[src/rtl/muldiv_seq.sv]
// Sequential radix-2 multiply / restoring divide, one bit per clock, on operand magnitudes.
// Define MULDIV_SIGNED_EN to compile in signed MUL/DIV (op 00/10); otherwise they run unsigned.
module muldiv_seq #(
    parameter int WIDTH = 32
) (
    input  logic             clk,
    input  logic             clr,
    input  logic             start,
    input  logic [1:0]       op,
    input  logic [WIDTH-1:0] a,
    input  logic [WIDTH-1:0] b,
    output logic             busy,
    output logic             done,
    output logic [WIDTH-1:0] hi,
    output logic [WIDTH-1:0] lo,
    output logic             dz
);

    localparam int CW = $clog2(WIDTH + 1);

    typedef enum logic [1:0] {IDLE, RUN, FIX} state_t;

    state_t           state, state_nxt;
    logic [CW-1:0]    cnt;
    logic             is_div, div_zero;
    logic [WIDTH-1:0] opnd, acc_hi, acc_lo, a_raw;
    logic [WIDTH-1:0] a_mag, b_mag;
    logic [WIDTH-1:0] res_hi, res_lo;
    logic [WIDTH:0]   add_sum, shl_rem, trial, mul_top;
    logic             last_iter, b_zero;

    assign last_iter = (cnt == CW'(WIDTH - 1));
    assign b_zero    = (b == '0);
    assign busy      = (state != IDLE);

`ifdef MULDIV_SIGNED_EN
    logic sgn_op, a_neg_in, b_neg_in;
    logic neg_a, neg_b;
    logic [2*WIDTH-1:0] prod_fix;

    assign sgn_op   = ~op[0];
    assign a_neg_in = sgn_op & a[WIDTH-1];
    assign b_neg_in = sgn_op & b[WIDTH-1];
    assign a_mag    = a_neg_in ? -a : a;
    assign b_mag    = b_neg_in ? -b : b;
`else
    logic unused_op;

    assign unused_op = op[0];
    assign a_mag     = a;
    assign b_mag     = b;
`endif

    // Multiply keeps the multiplier in acc_lo and shifts product bits in from the top;
    // divide shifts the dividend out of acc_lo into the partial remainder in acc_hi.
    assign add_sum = {1'b0, acc_hi} + {1'b0, opnd};
    assign mul_top = acc_lo[0] ? add_sum : {1'b0, acc_hi};
    assign shl_rem = {acc_hi, acc_lo[WIDTH-1]};
    assign trial   = shl_rem - {1'b0, opnd};

    always_comb begin
        res_hi = acc_hi;
        res_lo = acc_lo;
`ifdef MULDIV_SIGNED_EN
        prod_fix = {acc_hi, acc_lo};
        if (div_zero) begin
            res_hi = a_raw;
            res_lo = '1;
        end else if (is_div) begin
            res_lo = (neg_a ^ neg_b) ? -acc_lo : acc_lo;
            res_hi = neg_a ? -acc_hi : acc_hi;
        end else begin
            if (neg_a ^ neg_b)
                prod_fix = -{acc_hi, acc_lo};
            res_hi = prod_fix[2*WIDTH-1:WIDTH];
            res_lo = prod_fix[WIDTH-1:0];
        end
`else
        if (div_zero) begin
            res_hi = a_raw;
            res_lo = '1;
        end
`endif
    end

    always_comb begin
        state_nxt = state;
        case (state)
            IDLE: if (start) state_nxt = (op[1] && b_zero) ? FIX : RUN;
            RUN:  if (last_iter) state_nxt = FIX;
            FIX:  state_nxt = IDLE;
            default: state_nxt = IDLE;
        endcase
    end

    always_ff @(posedge clk) begin
        if (!clr) state <= IDLE;
        else      state <= state_nxt;
    end

    always_ff @(posedge clk) begin
        if (!clr) begin
            cnt      <= '0;
            is_div   <= 1'b0;
            div_zero <= 1'b0;
            opnd     <= '0;
            acc_hi   <= '0;
            acc_lo   <= '0;
            a_raw    <= '0;
            done     <= 1'b0;
            hi       <= '0;
            lo       <= '0;
            dz       <= 1'b0;
`ifdef MULDIV_SIGNED_EN
            neg_a    <= 1'b0;
            neg_b    <= 1'b0;
`endif
        end else begin
            done <= 1'b0;
            case (state)
                IDLE: if (start) begin
                    is_div   <= op[1];
                    div_zero <= op[1] & b_zero;
                    a_raw    <= a;
                    opnd     <= op[1] ? b_mag : a_mag;
                    acc_hi   <= '0;
                    acc_lo   <= op[1] ? a_mag : b_mag;
                    cnt      <= '0;
`ifdef MULDIV_SIGNED_EN
                    neg_a    <= a_neg_in;
                    neg_b    <= b_neg_in;
`endif
                end
                RUN: begin
                    cnt <= cnt + CW'(1);
                    if (is_div) begin
                        if (!trial[WIDTH]) begin
                            acc_hi <= trial[WIDTH-1:0];
                            acc_lo <= {acc_lo[WIDTH-2:0], 1'b1};
                        end else begin
                            acc_hi <= shl_rem[WIDTH-1:0];
                            acc_lo <= {acc_lo[WIDTH-2:0], 1'b0};
                        end
                    end else begin
                        {acc_hi, acc_lo} <= {mul_top, acc_lo[WIDTH-1:1]};
                    end
                end
                FIX: begin
                    hi   <= res_hi;
                    lo   <= res_lo;
                    dz   <= div_zero;
                    done <= 1'b1;
                    cnt  <= '0;
                end
                default: ;
            endcase
        end
    end

endmodule

[config.mk]
export PLATFORM = sky130hd
export DESIGN_NAME = muldiv_seq
export DESIGN_NICKNAME = d
export VERILOG_FILES = /design/src/rtl/muldiv_seq.sv
export SDC_FILE = /design/constraint.sdc
export NUM_CORES = 1
export LEC_CHECK = 0
export CAP_MARGIN = 20
export CORE_MARGIN = 2
export CORE_UTILIZATION = 45
export CTS_CLUSTER_SIZE = 16
export DETAILED_ROUTE_END_ITERATION = 6
export PLACE_DENSITY_LB_ADDON = 0.12
export RECOVER_POWER = 25
export SYNTH_ARGS = -nofsm -noshare
export SYNTH_HDL_FRONTEND = slang
export SYNTH_SLANG_ARGS = --single-unit
[constraint.sdc]
create_clock -name clk -period 3.7 [get_ports clk]
set_input_delay 0.37 -clock clk [delete_from_list [all_inputs] [get_ports clk]]
set_output_delay 0.37 -clock clk [all_outputs]
set_load 0.01 [all_outputs]
==> reports/results.ini, run 1 <==
[floorplan]
io_pins = 136
die_area_sq_um = 30500
start_util = 0.456
core_area_sq_um = 28700
dieHeight_um = 175
rows = 62
die_w_um = 175

[global_route]
grt_pass1_wl_mm = 66.7
antenna_found_initial = 0
grt-ovfl-total = 0
first_global_vias = 11900
track_usage = 0.270
grt_max_degree = 168

[sta]
rsz0062_at_grt = false
relSlewSlack = -0.305
setup_violations = 0
slew_viol_final = 168
hold_viol_final = 0
clock_skew_ps = 11.5
worst_pin_slew_ps = 1960
setup_tns_ps = 0
hold_slack_ps = 419
fmax_mhz = 292
post-route-min-period_ps = 3420
post-route-period-util = 0.924

[cts]
hold_buffers = 0
cts_tree = done
htree_levels = 1
cts.clk_slew.worst_paths_ps = 60
root_buffer = clkbuf_16
cts_setup_buffers = 0
insertion_delay_ps = 540
post_cts_resized = 0
clock_tree.buffer_depth = 3
cts_inserted_buffers = 25
numClockSinks = 204

[hold_path]
holdPathEnd = opnd[2]
hold_depth = 3
hp-start = op[1]
hp-class = input pin to register

[pwr]
switching_share = 0.327
power_mw = 6.87
pwr-share-clk = 0.370
combinationalPowerShare = 0.261
p_leak_nw = 6.24
p_per_area_nw_per_um2 = 437
p_switching_mw = 2.25
p_int_mw = 4.62
ir_worst_vdd_mv = 0.392
seq_power_share = 0.369

[yosys]
ys_types = 76
syn_area_sq_um = 13100
syn_avg_cell_area_sq_um = 7.95
yosys_register_bits = 204
synth_edf_count = 0
synthCells = 1645
synth_top_flop_cell = dfxtp_1
synth_nets = 1781
yosysWarnings = 0
synth_seq_area_share = 0.312
async_flop_share = 0

[status]
status = finished with violations
violations = capacitance limit, slew limit

[routing]
wl_mm = 42.1
wl_per_cell_um = 19.7
routed_via_density = 5.92
drtIter0Drc = 932
drc = 0
antenna_left = 0
dr.pass1.iters = 5
via_count = 12700

[critical_path]
cp_cell_sequence = inv_1 > ha_1 > fa_1 > nor2b_1 > o31a_1 > o31ai_1 > o221ai_1 > a211oi_1 > buf_4 > o21ai_0 > xor2_1 > a21oi_1 > a311oi_1
ff2ff_path_depth = 13
crit_arrival_ps = 3860
worst_r2r_endpoint = acc_hi[30]
start_kind = register
r2r-start = acc_lo[31]
crit_path_top_delay_cell = fa_1
slowest_delay_ps = 440
critPathKind = register to register
cp_max_fo = 4
critPathRequiredTime_ps = 4140
endpoint_kind = register
reg2reg_slack_ps = 280

[placed_design]
place_inst = 2098
gp_congestion = 0.899
dp_hpwl_mm = 30.4
port_buffers = 134

[cells_and_area]
final_cells = 2141
layout_common_cells = nor2_1 (207), dfxtp_1 (202), nand2_1 (149), mux2i_1 (139), a211oi_1 (134)
layout.nets = 1877
syn_to_final_growth_pct = 20.0
layout_commonest_cell = nor2_1
drive_gt1_frac = 0.0655
antennaDiodeCount = 0

[job]
cap_violations = 1

## metrics by stage
stage	cell area, sq um	utilization	worst slack [ps]
2_1_floorplan	13100	-	737
3_3_place_gp	14900	0.518	366
3_5_place_dp	14900	0.518	360
4_1_cts	15700	0.548	342
5_1_grt	15700	0.547	9.92
6_report	15700	0.547	279
## cells by family after synthesis
group / after synthesis / share of synthesized area
AO/OA/AOI/OAI: 475 / 0.245
AND/OR/NAND/NOR: 534 / 0.180
XOR/XNOR: 54 / 0.0373
buffers and inverters: 168 / 0.0506
flip-flops: 204 / 0.312
adder cells (fa/ha/maj): 67 / 0.0652
multiplexers: 143 / 0.110
## power by group through the flow
stage	clock network, mW	logic, mW	registers [mW]
floorplan	0	1.20	2.53
global placement	0	1.76	2.57
detailed placement	0	1.77	2.58
CTS	2.58	1.79	2.53
global route	2.64	1.96	2.55
finish	2.54	1.79	2.53
## worst max-delay path: cells and delay by family, from the launching register on
kind | cells | cell delay (ps)
adders and majority gates | 2 | 650
DFF | 1 | 380
buffers and inverters | 2 | 260
xor gates and xnor gates | 1 | 250
AOI/OAI and AO/OA | 7 | 1570
and+or+nand+nor | 1 | 200
## final cells by class
type / count / area, sq um
clock buffer: 35 / 733
clock inverter: 8 / 111
fill: 2782 / 13000
inverter: 51 / 193
multi-input combinational: 1273 / 8370
sequential: 204 / 4090
tap: 384 / 480
timing repair buffer: 186 / 1730
## worst max path at each step
stage,startpoint,to,slack (ps)
global route,acc_lo[31],acc_hi[30],10
global placement,opnd[25],acc_hi[29],370
finish,acc_lo[31],acc_hi[30],280
floorplan,acc_hi[0],acc_hi[19],740
detailed placement,acc_lo[31],acc_hi[29],360
CTS,acc_lo[31],acc_hi[29],340
## synth_stat cells (16+ instances only)
| library cell | instances | area share |
|---|---|---|
| nand3_1 | 16 | 0.0061 |
| a21oi_1 | 130 | 0.050 |
| a211oi_1 | 134 | 0.077 |
| o21ai_0 | 45 | 0.017 |
| dfxtp_1 | 204 | 0.31 |
| nand2b_1 | 17 | 0.0081 |
| o211ai_1 | 21 | 0.012 |
| clkbuf_1 | 103 | 0.030 |
| ha_1 | 65 | 0.062 |
| a21o_1 | 29 | 0.017 |
| nor3_1 | 82 | 0.031 |
| inv_1 | 49 | 0.014 |
| xnor2_1 | 29 | 0.019 |
| nor2_1 | 207 | 0.059 |
| mux2i_1 | 139 | 0.11 |
| nand2_1 | 149 | 0.043 |
| xor2_1 | 23 | 0.015 |
## state kept, by name, summed over array words and instances, names as in the netlist, 2 cells and up
name / cells
a_raw: 32
state: 2
acc_lo: 32
cnt: 6
opnd: 32
acc_hi: 32
lo: 32
hi: 32
## per-layer routing
layer | track usage | vias up | part of all wire
met1 | 0.401 | 6005 | 0.48
met3 | 0.0370 | 69 | 0.062
li1 | - | 6208 | -
met2 | 0.409 | 396 | 0.43
met5 | 0 | - | 0
met4 | 0.0719 | 0 | 0.027
No activity file was read; power rests on OpenSTA's default activity.
==> inputs of run 2 (changes only) <==
PLACE_DENSITY = 0.68   (was default)
PLACE_DENSITY_LB_ADDON = default   (was 0.12)
==> run 2 against run 1 <==
Compared with the run above:
- the flow still finishes with violations (capacitance limit, slew limit)
- register-to-register slack worse by 20 ps
- first-iteration DRC count is 13% higher
- wire length down 3.4%
- die area did not move
- non-clock buffer count decreased by 7
- total power is 1.2% higher
- fmax is 0.67% lower
- combinational power is essentially flat
- critical endpoint is now acc_hi[17]
- largest cell class unchanged
- largest power group unchanged
==> reports/results.ini, run 2 (synthesis results as in run 1) <==
[status]
status = finished with violations
violations = capacitance limit, slew limit

[sta]
setup_tns_ps = 0
fmax_mhz = 290
slew_viol_final = 157
clock_skew_ps = 19.3
setup_violations = 0
post-route-period-util = 0.931
relSlewSlack = -0.194
rsz0062_at_grt = false
worst_pin_slew_ps = 1790
post-route-min-period_ps = 3440
hold_viol_final = 0

[floorplan]
die_area_sq_um = 30500
dieHeight_um = 175
rows = 62
start_util = 0.456
io_pins = 136
core_area_sq_um = 28700
die_w_um = 175

[global_route]
antenna_found_initial = 0
track_usage = 0.262
first_global_vias = 12100
grt_pass1_wl_mm = 65.4
grt_max_degree = 157
grt-ovfl-total = 0

[routing]
dr.pass1.iters = 6
antenna_left = 0
drtIter0Drc = 1055
via_count = 12700
routed_via_density = 5.93
wl_per_cell_um = 19.0
wl_mm = 40.7
drc = 0

[pwr]
p_leak_nw = 6.25
ir_worst_vdd_mv = 0.280
p_per_area_nw_per_um2 = 441

[critical_path]
endpoint_kind = register
ff2ff_path_depth = 12
crit_start = acc_lo[31]
critPathRequiredTime_ps = 4160
crit_family = compound AO/OA/AOI/OAI gates
worst_r2r_endpoint = acc_hi[17]
cp_cell_sequence = inv_1 > ha_1 > fa_1 > nor2b_1 > o31a_1 > o311ai_2 > nand2_2 > a211oi_4 > xor2_2 > buf_4 > o311ai_0 > a22o_1
endpoint = acc_hi[17]
cp.depth = 12
r2r-start = acc_lo[31]
critPathKind = register to register
crit_path_top_delay_cell = a211oi_4
cp_max_fo = 15
slowest_delay_ps = 490
cp_num_buf_inv = 2
crit_arrival_ps = 3900
start_kind = register
reg2reg_slack_ps = 260

[cells_and_area]
layout.nets = 1870
drive_gt1_frac = 0.0628
syn_to_final_growth_pct = 20.3
final_area_sq_um = 15700
antennaDiodeCount = 0
layout_commonest_cell = nor2_1
layout_common_cells = nor2_1 (207), dfxtp_1 (202), nand2_1 (149), mux2i_1 (139), a211oi_1 (134)

[cts]
root_buffer = clkbuf_16
clock_tree.buffer_depth = 3
cts_tree = done
cts_setup_buffers = 0
hold_buffers = 0
insertion_delay_ps = 530
cts.clk_slew.worst_paths_ps = 70
post_cts_resized = 0
htree_levels = 1
numClockSinks = 204
cts_inserted_buffers = 25

[placed_design]
dp_hpwl_mm = 29.6
port_buffers = 134
gp_congestion = 0.949
place_area_sq_um = 14900

[job]
cap_violations = 1

[hold_path]
hp-class = input pin to register

run 2: changes by cell type in the layout (fill, tap and decap cells not counted), sizes merged, moves of 2 or more:
cell / before / now
buf: 52 / 45
bufinv: 2 / 4
clkbuf: 36 / 34
clkinv: 4 / 6
run 2: final cells by class:
class                      count  area [sq um]
timing repair buffer         179          1740
clock buffer                  33           716
multi-input combinational   1273          8370
clock inverter                11           165
tap                          384           480
sequential                   204          4090
fill                        2740         13000
inverter                      51           193
run 2: worst register-to-register path, cell delays in order, from the launching register on:
cell      delay [ps]
dfxtp_1          330
inv_1            100
ha_1             200
fa_1             240
nor2b_1           80
o31a_1           310
o311ai_2         470
nand2_2          150
a211oi_4         490
xor2_2           180
buf_4            240
o311ai_0         410
a22o_1           180
run 2: worst min-delay path by stage:
stage / endpoint / start / slack (ps) / cells after the start
after CTS: opnd[2] / op[1] / 440 / 3
after global routing: a_raw[9] / a_raw[9] / 470 / 2
after global placement: a_raw[31] / a_raw[31] / 440 / 2
after detailed placement: a_raw[6] / a_raw[6] / 450 / 2
final: a_raw[28] / a[28] / 450 / 3
after floorplan: a_raw[10] / a_raw[10] / 440 / 2
run 2: report_power, final:
group,internal (mW),switching (mW),total [mW]
Combinational,0.742,1.04,1.78
Clock,1.63,0.997,2.63
Sequential,2.36,0.172,2.54
Total,4.74,2.21,6.95
run 2: routing by layer:
layer | vias to the layer above | track usage | routed length, um
met5 | - | 0 | 0
met4 | 0 | 0.0701 | 978
met3 | 61 | 0.0343 | 2740
met2 | 436 | 0.392 | 17400
met1 | 5964 | 0.392 | 19500
li1 | 6199 | - | -
run 2: stage by stage:
stage / setup slack, ps / power [mW] / utilization / instances / hold WS, ps
after CTS: 345 / 6.98 / 0.549 / 2135 / 441
final: 256 / 6.95 / 0.549 / 2135 / 452
after floorplan: 737 / 3.73 / - / 1645 / 436
after global routing: 92.2 / 7.27 / 0.549 / 2135 / 473
after global placement: 403 / 4.33 / 0.518 / 2091 / 442
after detailed placement: 371 / 4.35 / 0.518 / 2091 / 448
